`src/rtl/inv_key_scheduler.sv`:
```
// AES-128 inverse key schedule: takes the final round key and walks back to round 0, one key per handshake.
// Optional build macro INV_KEY_SCHED_ABORT_EN adds an 'abort' input that drops an in-progress stream.

module aes_sbox (
    input  logic [7:0] in_byte,
    output logic [7:0] out_byte
);

    function automatic logic [7:0] gf_mul(input logic [7:0] a, input logic [7:0] b);
        logic [7:0] acc;
        logic [7:0] x;
        acc = 8'h00;
        x   = a;
        for (int i = 0; i < 8; i++) begin
            if (b[i]) acc = acc ^ x;
            x = {x[6:0], 1'b0} ^ (x[7] ? 8'h1b : 8'h00);
        end
        return acc;
    endfunction

    // Multiplicative inverse as a^254 (maps 0 to 0, as the S-box requires).
    function automatic logic [7:0] gf_inv(input logic [7:0] a);
        logic [7:0] sq;
        logic [7:0] r;
        sq = a;
        r  = 8'h01;
        for (int i = 1; i < 8; i++) begin
            sq = gf_mul(sq, sq);
            r  = gf_mul(r, sq);
        end
        return r;
    endfunction

    logic [7:0] inv;

    always_comb begin
        inv      = gf_inv(in_byte);
        out_byte = inv ^ {inv[6:0], inv[7]} ^ {inv[5:0], inv[7:6]}
                 ^ {inv[4:0], inv[7:5]} ^ {inv[3:0], inv[7:4]} ^ 8'h63;
    end

endmodule

module inv_key_scheduler #(
    parameter int NUM_ROUNDS = 10
) (
    input  logic         clock,
    input  logic         reset,
`ifdef INV_KEY_SCHED_ABORT_EN
    input  logic         abort,
`endif
    input  logic         in_valid,
    output logic         in_ready,
    input  logic [127:0] in_key,
    output logic         out_valid,
    input  logic         out_ready,
    output logic [127:0] out_key,
    output logic [3:0]   out_round,
    output logic         out_last
);

    typedef enum logic {IDLE, EMIT} state_t;

    state_t state;

    function automatic logic [7:0] rcon(input logic [3:0] r);
        case (r)
            4'd1:    return 8'h01;
            4'd2:    return 8'h02;
            4'd3:    return 8'h04;
            4'd4:    return 8'h08;
            4'd5:    return 8'h10;
            4'd6:    return 8'h20;
            4'd7:    return 8'h40;
            4'd8:    return 8'h80;
            4'd9:    return 8'h1b;
            4'd10:   return 8'h36;
            default: return 8'h00;
        endcase
    endfunction

    logic [31:0]  k0, k1, k2, k3;
    logic [31:0]  p0, p1, p2, p3;
    logic [31:0]  rot_p3;
    logic [31:0]  sub_p3;
    logic [127:0] prev_key;

    assign k0 = out_key[127:96];
    assign k1 = out_key[95:64];
    assign k2 = out_key[63:32];
    assign k3 = out_key[31:0];

    assign p3     = k3 ^ k2;
    assign p2     = k2 ^ k1;
    assign p1     = k1 ^ k0;
    assign rot_p3 = {p3[23:0], p3[31:24]};

    for (genvar g = 0; g < 4; g++) begin : g_sub
        aes_sbox u_sbox (
            .in_byte  (rot_p3[8*g +: 8]),
            .out_byte (sub_p3[8*g +: 8])
        );
    end

    assign p0       = k0 ^ sub_p3 ^ {rcon(out_round), 24'h000000};
    assign prev_key = {p0, p1, p2, p3};

`ifdef INV_KEY_SCHED_ABORT_EN
    logic abort_req;
    assign abort_req = abort;
`else
    logic abort_req;
    assign abort_req = 1'b0;
`endif

    // out_valid is held high through the whole stream; only completion, abort or reset drops it.
    always_ff @(posedge clock) begin
        if (reset) begin
            state     <= IDLE;
            in_ready  <= 1'b1;
            out_valid <= 1'b0;
            out_key   <= '0;
            out_round <= '0;
            out_last  <= 1'b0;
        end else begin
            case (state)
                IDLE: begin
                    if (in_valid && in_ready) begin
                        out_key   <= in_key;
                        out_round <= 4'(NUM_ROUNDS);
                        out_last  <= 1'b0;
                        out_valid <= 1'b1;
                        in_ready  <= 1'b0;
                        state     <= EMIT;
                    end
                end
                EMIT: begin
                    if (abort_req) begin
                        out_valid <= 1'b0;
                        out_last  <= 1'b0;
                        in_ready  <= 1'b1;
                        state     <= IDLE;
                    end else if (out_valid && out_ready) begin
                        if (out_round != 4'd0) begin
                            out_key   <= prev_key;
                            out_round <= out_round - 4'd1;
                            out_last  <= (out_round == 4'd1);
                        end else begin
                            out_valid <= 1'b0;
                            out_last  <= 1'b0;
                            in_ready  <= 1'b1;
                            state     <= IDLE;
                        end
                    end
                end
                default: state <= IDLE;
            endcase
        end
    end

endmodule

```
`config.mk`:
```
export PLATFORM = sky130hd
export DESIGN_NAME = inv_key_scheduler
export DESIGN_NICKNAME = d
export VERILOG_FILES = /design/src/rtl/inv_key_scheduler.sv
export SDC_FILE = /design/constraint.sdc
export NUM_CORES = 2
export LEC_CHECK = 0
export CORE_MARGIN = 2
export CORE_UTILIZATION = 55
export CTS_CLUSTER_DIAMETER = 100
export DETAILED_ROUTE_END_ITERATION = 7
export PLACE_DENSITY = 0.78
export RECOVER_POWER = 100
export SLEW_MARGIN = 10
export SYNTH_ARGS = -nofsm -noshare
export SYNTH_HDL_FRONTEND = slang
export SYNTH_SLANG_ARGS = --single-unit
```
`constraint.sdc`:
```
create_clock -name clock -period 17.8 [get_ports clock]
set_input_delay 4.45 -clock clock [delete_from_list [all_inputs] [get_ports clock]]
set_output_delay 4.45 -clock clock [all_outputs]
set_load 0.01 [all_outputs]
```
==> run summary <==
LOGIC SYNTHESIS
--------------------------------------------------------------------------------------
Sequential element share of the synthesized area ........................        4.94%
Async set-or-reset flop fraction in the synthesized netlist .............           0%
Cell taking the most area after synthesis ............................... sky130_fd_sc_hd__xnor2_1
Summed instance area of the synthesized netlist .........................   0.0584 mm²
Avg Cell Area, Syn ......................................................     7.45 µm²
Count of flip-flops with a built-in enable after synthesis ..............            0
Top cell type's share of synthesized area ...............................        22.9%
Syn Inst Count ..........................................................         7830
Number of register bits inferred by synthesis ...........................          144
Most area-consuming cells after synthesis ............................... sky130_fd_sc_hd__xnor2_1, sky130_fd_sc_hd__xnor3_1, sky130_fd_sc_hd__nor2_1
Cell variety after synth ................................................          105
Synth warnings ..........................................................            0
Net Count, Synth ........................................................         7987
Top FF cell, synth ...................................................... sky130_fd_sc_hd__dfxtp_1

ROUTE
--------------------------------------------------------------------------------------
Average wire per cell in the routed design ..............................      19.8 µm
Total length of routed wires ............................................       186 mm
DRC viols ...............................................................            0
Initial detailed-routing violation count ................................         6577
DRT Pass-1 Iters ........................................................            7
Vias after detailed routing .............................................        57600
Count of nets left with antenna violations after detail routing .........            0
Ratio of routed vias to standard cells ..................................         6.14

FINAL LAYOUT
--------------------------------------------------------------------------------------
Number of nets in the layout ............................................         8119
Most used cells in the layout excluding fill and tap cells .............. sky130_fd_sc_hd__xnor2_1, sky130_fd_sc_hd__nor2_1, sky130_fd_sc_hd__nand2_1, sky130_fd_sc_hd__xor2_1, sky130_fd_sc_hd__a21oi_1
Number of non-filler instances in the completed layout ..................         9370
Leading cell type in the layout, fill and taps excluded ................. sky130_fd_sc_hd__xnor2_1
Fill cell instance count of the final layout ............................         9323
Total area of multi-input combinational cells ...........................   0.0535 mm²
Area occupied by registers ..............................................  0.00289 mm²
Layout overhead on the synthesized area .................................        10.2%
Proportion of layout cells with a drive suffix above 1 ..................        8.50%

STA
--------------------------------------------------------------------------------------
Worst setup slack after layout ..........................................     0.980 ns
Final slew viol count ...................................................          186
Final setup violation count .............................................            0
Measured slew at the worst slew-check pin ...............................      2.75 ns
Worst Clk Skew ..........................................................    0.0208 ns
Worst rel slew slack ....................................................       -83.2%
Sum Neg Setup Slack .....................................................         0 ns
Hold Slack ..............................................................     0.476 ns
Max Freq ................................................................     59.5 MHz
Final Hold Viols ........................................................            0
Setup repair after global routing missed its margin .....................           no
Crit share post-route ...................................................        94.5%
Minimum period implied by the final worst setup slack ...................     16.82 ns

PLACE
--------------------------------------------------------------------------------------
I/O Buffers .............................................................          266
Placement-stage worst setup slack .......................................     0.458 ns
DPL Wire Length .........................................................       139 mm
Number of placed cells counting well taps ...............................         9334
Routability congestion estimate .........................................        0.980

CLOCK NETWORK
--------------------------------------------------------------------------------------
Sink count of the clock tree ............................................          144
TritonCTS clock tree ....................................................         done
Post-CTS setup-driven buffer insertion count ............................            0
Total number of H-tree levels ...........................................            4
Inserted Clock Buffers ..................................................           17
Buffer depth of the longest clock path ..................................            2
Clock-pin slew on the worst setup and hold paths ........................      0.08 ns
Clock Latency Late Sink .................................................      0.52 ns
Clk root buf ............................................................ sky130_fd_sc_hd__clkbuf_16

SETUP PATH
--------------------------------------------------------------------------------------
Arrival time reported for the critical path endpoint ....................     17.26 ns
Setup crit start kind ...................................................     register
R2R Path End ............................................................ out_key[123]$_SDFFE_PP0P_
Critical path required time .............................................     18.24 ns
CP Class ................................................................      reg2reg
Critical path's largest stage delay .....................................      0.81 ns
Crit-path most repeated cell ............................................ sky130_fd_sc_hd__xnor3_1
Library cell contributing the largest single delay on the critical path . sky130_fd_sc_hd__xnor2_2
Number of cells on the worst reg-to-reg path ............................           54
Beginning of the worst register-to-register path ........................ out_key[48]$_SDFFE_PP0P_
Worst setup EP type .....................................................     register
Largest fanout of any net on the critical path ..........................           15
Setup slack of the most critical reg-to-reg path ........................      0.98 ns

FLOW RUN
--------------------------------------------------------------------------------------
Max-cap check violation count ...........................................            5

GLOBAL ROUTE
--------------------------------------------------------------------------------------
Global-route wire length before repair ..................................       295 mm
Pin count of the biggest net entering global routing ....................           82
Remaining Overflow, GRT .................................................            0
Number of antenna violations at the first check in global routing .......            9
Overall routing resource usage ..........................................        33.1%
Vias in the first global route ..........................................        53300

STATUS
--------------------------------------------------------------------------------------
Outcome ................................................................. finished, violations left
Failing checks .......................................................... capacitance limit, slew limit

FLOORPLANNING
--------------------------------------------------------------------------------------
Cell row count ..........................................................          119
Io pins .................................................................          267
Width of the chip .......................................................       330 µm
Area of the die .........................................................    0.109 mm²
Core area ...............................................................    0.105 mm²
Die Ht ..................................................................       330 µm
Initial Util ............................................................        55.4%

HOLD PATH
--------------------------------------------------------------------------------------
Hold Path Stages ........................................................            2
Worst Hold Endpoint ..................................................... in_ready$_SDFFE_PP1P_
Beginning of the worst hold path ........................................ in_ready$_SDFFE_PP1P_
Type of the most critical hold path .....................................      reg2reg

==> registers in the layout (all words and copies together) (netlist names), named ones only <==
name / flops
out_key: 128
out_round: 4
in_ready: 1
out_last: 1
out_valid: 1
state: 1
==> how the worst max path moves through the flow <==
stage | slack [ns] | cells after the start | end | from
2_1_floorplan | 1.57 | 61 | out_key[123]$_SDFFE_PP0P_ | out_key[48]$_SDFFE_PP0P_
3_3_place_gp | 0.59 | 51 | out_key[115]$_SDFFE_PP0P_ | out_key[15]$_SDFFE_PP0P_
6_report | 0.98 | 54 | out_key[123]$_SDFFE_PP0P_ | out_key[48]$_SDFFE_PP0P_
4_1_cts | 0.38 | 51 | out_key[115]$_SDFFE_PP0P_ | out_key[15]$_SDFFE_PP0P_
5_1_grt | 0.02 | 54 | out_key[115]$_SDFFE_PP0P_ | out_key[15]$_SDFFE_PP0P_
3_5_place_dp | 0.46 | 51 | out_key[115]$_SDFFE_PP0P_ | out_key[15]$_SDFFE_PP0P_
==> metal layers <==
layer	vias up	global-route usage (%)	wire (µm)	share of wire, %
met5	-	0	65	0.035
met4	10	10.7	5600	3.0
met3	387	5.98	18200	9.8
met2	2843	53.7	84600	46
met1	27200	44.5	77300	42
li1	27100	-	-	-
==> layout make-up <==
| cell class | count | area share [%] |
|---|---|---|
| Sequential cell | 144 | 4.49 |
| Timing Repair Buffer | 612 | 8.15 |
| Inverter | 93 | 0.543 |
| Clock inverter | 14 | 0.259 |
| Tap cell | 1391 | 2.71 |
| Multi-Input combinational cell | 7094 | 83.2 |
| Clock buffer | 18 | 0.667 |
| Antenna cell | 4 | 0.0156 |
==> worst max-delay path, delay by kind of cell (launching register included) <==
family	cells	cell delay (ns)
compound gates	11	2.52
xor+xnor	27	10.45
fa+ha+maj	2	0.68
buf+inv	5	0.69
flops	1	0.43
mux	2	0.38
simple gates	7	1.56
==> cell families (layout without fill, tap and decap cells) <==
logic type / count (synthesis) / count (layout) / share of synthesized area (%)
compound gates: 1600 / 1600 / 17.4
fa+ha+maj: 30 / 30 / 0.622
simple gates: 2751 / 2751 / 20.8
other cells: 0 / 4 / 0
xor+xnor: 2456 / 2456 / 47.7
flops: 144 / 144 / 4.94
buf+inv: 592 / 737 / 4.04
mux: 257 / 257 / 4.55
==> cell usage after synthesis, types with 123 or more instances <==
| master | n |
|---|---|
| sky130_fd_sc_hd__o21ai_0 | 377 |
| sky130_fd_sc_hd__xnor3_1 | 319 |
| sky130_fd_sc_hd__nor3_1 | 167 |
| sky130_fd_sc_hd__clkbuf_1 | 371 |
| sky130_fd_sc_hd__dfxtp_1 | 144 |
| sky130_fd_sc_hd__nor2_1 | 1187 |
| sky130_fd_sc_hd__xor2_1 | 439 |
| sky130_fd_sc_hd__a21oi_1 | 409 |
| sky130_fd_sc_hd__nand3_1 | 159 |
| sky130_fd_sc_hd__nor2b_1 | 123 |
| sky130_fd_sc_hd__nand2_1 | 746 |
| sky130_fd_sc_hd__mux2i_1 | 195 |
| sky130_fd_sc_hd__xnor2_1 | 1526 |
==> through the flow <==
step                utilization, %  instance area (µm²)
finish                        61.1                64300
global route                  61.1                64300
CTS                           61.1                64300
detailed placement            60.5                63700
global placement              60.5                63700
floorplan                        -                58400
==> what timing repair did <==
action,4_1_cts,5_1_grt
hold buffers,0,0
gates resized for setup,0,14
endpoints found under the hold margin,0,0
setup endpoints to repair,0,10
Power is left out: the tool's default activity adds up to more than one toggle a clock period on the data nets, which glitch-free logic cannot reach.
